### src/rtl/mcpu_cu_ws.sv
// Multicycle MIPS control unit: Moore sequencer whose memory-state strobes
// are gated by the memory handshake. It also has a stall watchdog, an
// illegal-opcode trap and a per-instruction retire pulse.
module mcpu_cu_ws #(
  parameter bit MEM_WAIT        = 1'b1,
  parameter int MAX_WAIT        = 15,
  parameter bit TRAP_ON_ILLEGAL = 1'b1
) (
  input  logic       clk,
  input  logic       rst,
  input  logic [5:0] op,
  input  logic [5:0] func,
  input  logic       mem_rdy,
  output logic       pcw,
  output logic       pcwc,
  output logic       brne,
  output logic       iord,
  output logic       mr,
  output logic       mw,
  output logic       irw,
  output logic       regw,
  output logic [1:0] mtor,
  output logic [1:0] rdst,
  output logic       alusela,
  output logic [1:0] aluselb,
  output logic [1:0] aluop,
  output logic       tw,
  output logic [1:0] pcs,
  output logic       instr_done,
  output logic       ill_op,
  output logic       mem_err
);

  localparam logic [5:0] OP_R    = 6'b000000;
  localparam logic [5:0] OP_J    = 6'b000010;
  localparam logic [5:0] OP_JAL  = 6'b000011;
  localparam logic [5:0] OP_BEQ  = 6'b000100;
  localparam logic [5:0] OP_BNE  = 6'b000101;
  localparam logic [5:0] OP_ADDI = 6'b001000;
  localparam logic [5:0] OP_LW   = 6'b100011;
  localparam logic [5:0] OP_SW   = 6'b101011;
  localparam logic [5:0] FN_JR   = 6'b001000;

  localparam bit WD_EN = MEM_WAIT && (MAX_WAIT > 0);
  localparam int CW    = (MAX_WAIT < 2) ? 1 : $clog2(MAX_WAIT + 1);
  // The watchdog fires on the MAX_WAIT-th consecutive stalled cycle, i.e. when
  // the count of earlier stalled cycles equals MAX_WAIT-1.
  localparam int              LIM_I = (MAX_WAIT > 0) ? MAX_WAIT - 1 : 0;
  localparam logic [CW-1:0]   LIMIT = LIM_I[CW-1:0];

  typedef enum logic [3:0] {
    S_FETCH, S_DECODE, S_MEMADR, S_MEMRD, S_WB, S_MEMWR, S_RX, S_RWB,
    S_BR, S_JMP, S_JAL, S_JR, S_AEX, S_AWB, S_TRAP
  } state_t;

  state_t        state_q, state_d;
  logic [CW-1:0] cnt_q;
  logic          rdy, wd_st, timeout, legal, set_ill;

  assign rdy     = MEM_WAIT ? mem_rdy : 1'b1;
  assign wd_st   = (state_q == S_FETCH) || (state_q == S_MEMRD) || (state_q == S_MEMWR);
  assign timeout = WD_EN && wd_st && !rdy && (cnt_q == LIMIT);
  assign legal   = op inside {OP_R, OP_J, OP_JAL, OP_BEQ, OP_BNE, OP_ADDI, OP_LW, OP_SW};
  assign set_ill = TRAP_ON_ILLEGAL && (state_q == S_DECODE) && !legal;

  // State register
  always_ff @(posedge clk or negedge rst) begin
    if (!rst) state_q <= S_FETCH;
    else      state_q <= state_d;
  end

  // Stall counter: counts consecutive stalled cycles, clears on leaving the state
  always_ff @(posedge clk or negedge rst) begin
    if (!rst)                                  cnt_q <= '0;
    else if (WD_EN && wd_st && !rdy && !timeout) cnt_q <= cnt_q + 1'b1;
    else                                       cnt_q <= '0;
  end

  // Sticky fault flags, cleared only by reset
  always_ff @(posedge clk or negedge rst) begin
    if (!rst) begin
      ill_op  <= 1'b0;
      mem_err <= 1'b0;
    end else begin
      if (set_ill) ill_op  <= 1'b1;
      if (timeout) mem_err <= 1'b1;
    end
  end

  // Next-state and datapath control decode
  always_comb begin
    state_d    = state_q;
    pcw        = 1'b0;
    pcwc       = 1'b0;
    brne       = 1'b0;
    iord       = 1'b0;
    mr         = 1'b0;
    mw         = 1'b0;
    irw        = 1'b0;
    regw       = 1'b0;
    mtor       = 2'b00;
    rdst       = 2'b00;
    alusela    = 1'b0;
    aluselb    = 2'b00;
    aluop      = 2'b00;
    tw         = 1'b0;
    pcs        = 2'b00;
    instr_done = 1'b0;
    case (state_q)
      S_FETCH: begin
        mr      = 1'b1;
        aluselb = 2'b01;
        irw     = rdy;
        pcw     = rdy;
        if (rdy)          state_d = S_DECODE;
        else if (timeout) state_d = S_TRAP;
      end
      S_DECODE: begin
        aluselb = 2'b11;
        tw      = 1'b1;
        case (op)
          OP_LW, OP_SW:   state_d = S_MEMADR;
          OP_R:           state_d = (func == FN_JR) ? S_JR : S_RX;
          OP_BEQ, OP_BNE: state_d = S_BR;
          OP_J:           state_d = S_JMP;
          OP_JAL:         state_d = S_JAL;
          OP_ADDI:        state_d = S_AEX;
          default: begin
            if (TRAP_ON_ILLEGAL) state_d = S_TRAP;
            else begin
              state_d    = S_FETCH;
              instr_done = 1'b1;
            end
          end
        endcase
      end
      S_MEMADR: begin
        alusela = 1'b1;
        aluselb = 2'b10;
        state_d = (op == OP_LW) ? S_MEMRD : S_MEMWR;
      end
      S_MEMRD: begin
        mr   = 1'b1;
        iord = 1'b1;
        if (rdy)          state_d = S_WB;
        else if (timeout) state_d = S_TRAP;
      end
      S_WB: begin
        regw       = 1'b1;
        mtor       = 2'b01;
        instr_done = 1'b1;
        state_d    = S_FETCH;
      end
      S_MEMWR: begin
        // The write strobe is withheld in the cycle the watchdog fires.
        mw   = !timeout;
        iord = 1'b1;
        if (rdy) begin
          instr_done = 1'b1;
          state_d    = S_FETCH;
        end else if (timeout) state_d = S_TRAP;
      end
      S_RX: begin
        alusela = 1'b1;
        aluop   = 2'b10;
        state_d = S_RWB;
      end
      S_RWB: begin
        regw       = 1'b1;
        rdst       = 2'b01;
        instr_done = 1'b1;
        state_d    = S_FETCH;
      end
      S_BR: begin
        alusela    = 1'b1;
        aluop      = 2'b01;
        pcwc       = 1'b1;
        pcs        = 2'b01;
        brne       = (op == OP_BNE);
        instr_done = 1'b1;
        state_d    = S_FETCH;
      end
      S_JMP: begin
        pcw        = 1'b1;
        pcs        = 2'b10;
        instr_done = 1'b1;
        state_d    = S_FETCH;
      end
      S_JAL: begin
        // PC (already PC+4) is written to $31 on the same edge the PC jumps.
        pcw        = 1'b1;
        pcs        = 2'b10;
        regw       = 1'b1;
        rdst       = 2'b10;
        mtor       = 2'b10;
        instr_done = 1'b1;
        state_d    = S_FETCH;
      end
      S_JR: begin
        pcw        = 1'b1;
        pcs        = 2'b11;
        instr_done = 1'b1;
        state_d    = S_FETCH;
      end
      S_AEX: begin
        alusela = 1'b1;
        aluselb = 2'b10;
        state_d = S_AWB;
      end
      S_AWB: begin
        regw       = 1'b1;
        instr_done = 1'b1;
        state_d    = S_FETCH;
      end
      S_TRAP:  state_d = S_TRAP;
      default: state_d = S_TRAP;
    endcase
  end

endmodule

### config.mk
export PLATFORM = sky130hd
export DESIGN_NAME = mcpu_cu_ws
export DESIGN_NICKNAME = d
export VERILOG_FILES = /design/src/rtl/mcpu_cu_ws.sv
export SDC_FILE = /design/constraint.sdc
export NUM_CORES = 1
export LEC_CHECK = 0
export CAP_MARGIN = 20
export CORE_MARGIN = 5
export CORE_UTILIZATION = 44
export CTS_CLUSTER_DIAMETER = 150
export DETAILED_ROUTE_END_ITERATION = 8
export PLACE_DENSITY = 0.8
export SYNTH_ARGS = -nofsm -noshare
export SYNTH_HDL_FRONTEND = slang
export SYNTH_SLANG_ARGS = --single-unit
### constraint.sdc
create_clock -name clk -period 2.1 [get_ports clk]
set_clock_uncertainty 0.15 [all_clocks]
set_input_delay 0.42 -clock clk [delete_from_list [all_inputs] [get_ports clk]]
set_output_delay 0.42 -clock clk [all_outputs]
set_load 0.01 [all_outputs]
======== After elaboration in Yosys (flattened, before gate mapping) ========
Cells that the tools add are included.
storage, ports and cells
  flip-flop bits (word level) ............. 10
  logic and storage cells ................. 75
  input port bits ......................... 15
  output and inout bits ................... 23
operators by class
  $add $sub $neg .......................... 1
  mux-type cells .......................... 26
  equal/unequal tests ..................... 22
  reductions and logical operators ........ 22
operators by type and width
  kind                   count
  $pmux W4 S8            1
  $eq A4 B4 Y1 const B   7
  $mux W4                6
  $pmux W4 S6            1
  $eq A4 B3 Y1 const B   4
  $eq A6 B2 Y1 const B   2
  $eq A6 B3 Y1 const B   2
  $eq A6 B4 Y1 const B   2
  $eq A6 B6 Y1 const B   2
  $pmux W2 S2            3
  $pmux W2 S3            2
  $reduce_or A2 Y1       6
  $mux W1                10
  $eq A4 B2 Y1 const B   2
  $reduce_bool A8 Y1     1
  $reduce_or A4 Y1       2
  $reduce_or A7 Y1       1
  $logic_not A6 Y1       1
  $add A4 B1 Y4 const B  1
  $eq A4 B1 Y1 const B   1
  $logic_and A1 B1 Y1    4
  $logic_not A4 Y1       1
  $pmux W1 S2            2
  $logic_not A1 Y1       3
  3 further kinds        4

======== Longest topological paths before layout ========
  word-level depth ........................ 8
  depth in mapped cells ................... 7
  mapped depth without buffers ............ 6

======== Worst setup path after synthesis ========
No wires, ideal clock.
  path type ............................... flip-flop to output port
  start ................................... register state_q[0]
  end ..................................... output brne
  path slack .............................. -0.021 ns
  data required time ...................... 1.530 ns
  arrival ................................. 1.551 ns
  cell stages (with the launch flop) ...... 5
  path buffers ............................ 2
  cell sequence ........................... dfrtp_1 buf_2 buf_1 nor3_1 nor4b_1
on the way
  longest elaborated chain between the ends .. 2
RTL lines
  what                      RTL line  source
  start: declaration        56        state_t state_q, state_d;
  start signal: assignment  69        else state_q <= state_d;
  $eq A4 B4 Y1              109       case (state_q)
  $mux W1                   109
  end: declaration          16        output logic brne,
Every way passes these cells.

======== Final worst setup path ========
  start ................................... register state_q[0]
  end ..................................... output instr_done
on the way
  longest elaborated chain between the ends .. 3
  elaborated cells between the ends (all ways) .. 10
RTL lines
  what                                          RTL line  source
  $eq A4 B4 Y1 or $eq A4 B3 Y1 (tied branches)  109
  $reduce_or A7 Y1 (no source line)             n/a
  $pmux W1 S2 *                                 109
  end: declaration                              29        output logic instr_done,
Every way passes the cells marked *; elsewhere a longest branch is shown, timed or not.

==> impl_metrics.tcl <==
set metrics [dict create \
    start_kind "flip-flop" \
    p_sw_mw 0.776 \
    synth-seq-cells 10 \
    crit_path_max_incr_delay_ns 0.39 \
    grt_max_degree 11 \
    drtIter0Drc 110 \
    gp_congestion 0.915 \
    drive_above_1_share 0.516 \
    final_max_slew_viol_count 0 \
    clkPwrFrac 0.097 \
    worst_ep_required_time_ns 1.53 \
    vdd_ir_drop_max_mv 0.599 \
    clkTransAtPathRegs_ns 0.08 \
    antenna_found_initial 0 \
    dr_wl_met3_um 376 \
    cts.sinks 10 \
    layout_commonest_cell "buf_4" \
    ctsHoldBuffers 0 \
    cts-root-buf "clkbuf_4" \
    grt_remaining_overflow 0 \
    timing.final.crit_share 1.03 \
    ys.flop_type "dfrtp_1" \
    area_delta_synth_final_pct 98.4 \
    dpl_worst_slack_ns -0.623 \
    drc 0 \
    maxUsedRoutingLayer "met4" \
    vias 1517 \
    path_cells "buf_6 > buf_12 > nand2b_4 > o21ai_1 > a221oi_1 > buf_2" \
    clk_path_buf_depth 2 \
    avgSynthCellArea_um2 7.31 \
    grt_pass1_wl_um 6440 \
    drv_cap 0 \
    routed_wl_um 4910 \
    synth-edff-count 0 \
    setup_ws_ns -0.0735 \
    synthArstFlopShare 1.00 \
    violations "negative setup slack" \
    yosys_warnings 0 \
    fin_cells 251 \
    total_power_mw 1.79 \
    critPathBufInv 3 \
    antenna_cells 0 \
    syn_area_um2 995 \
    dp_cells 227 \
    numPortBuffers 37 \
    cpMaxStageDelayCell "dfrtp_1" \
    core-area_mm2 0.00219 \
    p_per_area_mw_per_mm2 908 \
    row_count 17 \
    critical_path_class "flip-flop to primary output" \
    relSlewSlack 0.681 \
    num_io_pins 38 \
    yosysSeqAreaShare 0.252 \
    track_usage 0.244 \
    viasPerCell 6.04 \
    final_antenna_net_count 0 \
    die_area_mm2 0.00331 \
    clkLatencyLatePin_ns 0.26 \
    cts_max_level 1 \
    route.met2.wl_um 2440 \
    finalCriticalPeriod_ns 2.17 \
    tightestPinTransition_ns 0.474 \
    switching_share 0.433 \
    die_h_um 57.5 \
    internal-power_mw 1.02 \
    numCtsBuffers 3 \
    synthCells 136 \
    die_w_um 57.5 \
    grt_pass1_vias 1449 \
    status "finished with violations" \
    mostFrequentLayoutCells "51 x buf_4, 14 x nor2_1, 11 x clkdlybuf4s50_1, 11 x buf_2, 7 x dfrtp_1" \
    initial_core_util 0.454 \
    hpwl_um 2640 \
    syn-num-nets 153 \
    wire_per_inst_um 19.6 \
    power.share.sequential 0.150 \
    end_kind "primary output" \
    power_frac_comb 0.753 \
    crit_fanout 5 \
    hold_viol 0 \
    finalSetupViolCount 8 \
    drtPass1Iterations 4 \
    max_freq_ghz 0.460 \
    final_net_count 241 \
    cts_tree "done" \
    p_leak_nw 0.954 \
    cp.arrival_ns 1.60 \
    crit_family "buffers and inverters" \
    ys_types 44 \
    wl_met1_um 1930 \
    hp-class "input pin to asynchronous set/reset pin" \
    rsz0062_at_grt "true" \
]
cell families (layout without fill, tap and decap cells):
| family | after synthesis | after routing | synth area share |
|---|---|---|---|
| XOR/XNOR | 6 | 6 | 0.0528 |
| AND/OR/NAND/NOR | 69 | 69 | 0.362 |
| buffers and inverters | 18 | 105 | 0.0742 |
| AO/OA/AOI/OAI | 29 | 29 | 0.213 |
| adder cells (fa/ha/maj) | 2 | 2 | 0.0252 |
| multiplexers | 2 | 2 | 0.0214 |
| flip-flops | 10 | 10 | 0.252 |
metal layers:
layer,vias up,global-route usage
li1,664,-
met1,734,0.254
met2,101,0.455
met3,18,0.0588
met4,0,0.113
met5,-,0
Yosys cell counts, types with 2 or more instances:
cell / n / area [µm²]
a211oi_1: 2 / 15.0
a21oi_1: 3 / 15.0
a221oi_1: 2 / 17.5
a31oi_1: 2 / 12.5
buf_2: 5 / 25.0
clkbuf_1: 6 / 22.5
dfrtp_1: 10 / 250
ha_1: 2 / 25.0
inv_1: 6 / 22.5
nand2_1: 8 / 30.0
nand2b_1: 7 / 43.8
nand3_1: 5 / 25.0
nor2_1: 18 / 67.6
nor2b_1: 2 / 12.5
nor3_1: 11 / 55.1
nor4_1: 3 / 18.8
o21ai_0: 8 / 40.0
or2_2: 3 / 18.8
or3_1: 4 / 25.0
xnor2_1: 4 / 35.0
xor2_1: 2 / 17.5
power groups by stage:
stage | Combinational [mW] | Sequential (mW) | Clock, mW
2_1_floorplan | 0.482 | 0.239 | 0
3_3_place_gp | 0.859 | 0.283 | 0
3_5_place_dp | 0.896 | 0.283 | 0
4_1_cts | 1.04 | 0.266 | 0.171
5_1_grt | 1.41 | 0.272 | 0.191
6_report | 1.35 | 0.268 | 0.174
path summary, 6_finish.rpt:
| kind | endpoint | startpoint | cells after the start | slack (ns) |
|---|---|---|---|---|
| max | instr_done | state_q[0]$_DFF_PN0_ | 6 | -0.07 |
| min | state_q[1]$_DFF_PN0_ | rst | 1 | 0.31 |
| max reg2reg | state_q[2]$_DFF_PN0_ | state_q[0]$_DFF_PN0_ | 8 | 0.01 |
| min reg2reg | ill_op$_DFFE_PN0P_ | ill_op$_DFFE_PN0P_ | 1 | 0.33 |
| max in group asynchronous | state_q[3]$_DFF_PN0_ | rst | 1 | 1.15 |
| min in group clk | ill_op$_DFFE_PN0P_ | ill_op$_DFFE_PN0P_ | 1 | 0.33 |
layout make-up:
class | instances | area [µm²]
Multi-Input combinational cell | 108 | 832
Tap cell | 28 | 35.0
Timing Repair Buffer | 95 | 793
Inverter | 6 | 22.5
Clock buffer | 4 | 36.3
Fill cell | 99 | 218
Sequential cell | 10 | 254
per-stage QoR:
step / TNS, ns / utilization / area, µm² / hold WS [ns]
detailed placement: -3.87 / 0.749 / 1640 / 0.305
finish: -0.269 / 0.901 / 1970 / 0.311
CTS: -0.411 / 0.804 / 1760 / 0.331
global route: -0.906 / 0.901 / 1970 / 0.330
global placement: -3.29 / 0.749 / 1640 / 0.301
floorplan: 0 / - / 1000 / -0.0256
state kept, by name, summed over array words and instances (netlist names):
name / count
mem_err: 1
ill_op: 1
cnt_q: 4
state_q: 4
timing repair:
action                                  4_1_cts  5_1_grt
cloned                                        0        1
pin swaps                                     1        9
endpoints found under the setup margin       21       20
resized for setup                            83       42
setup buffers                                 9       10
(Power assumes the default switching activity.)
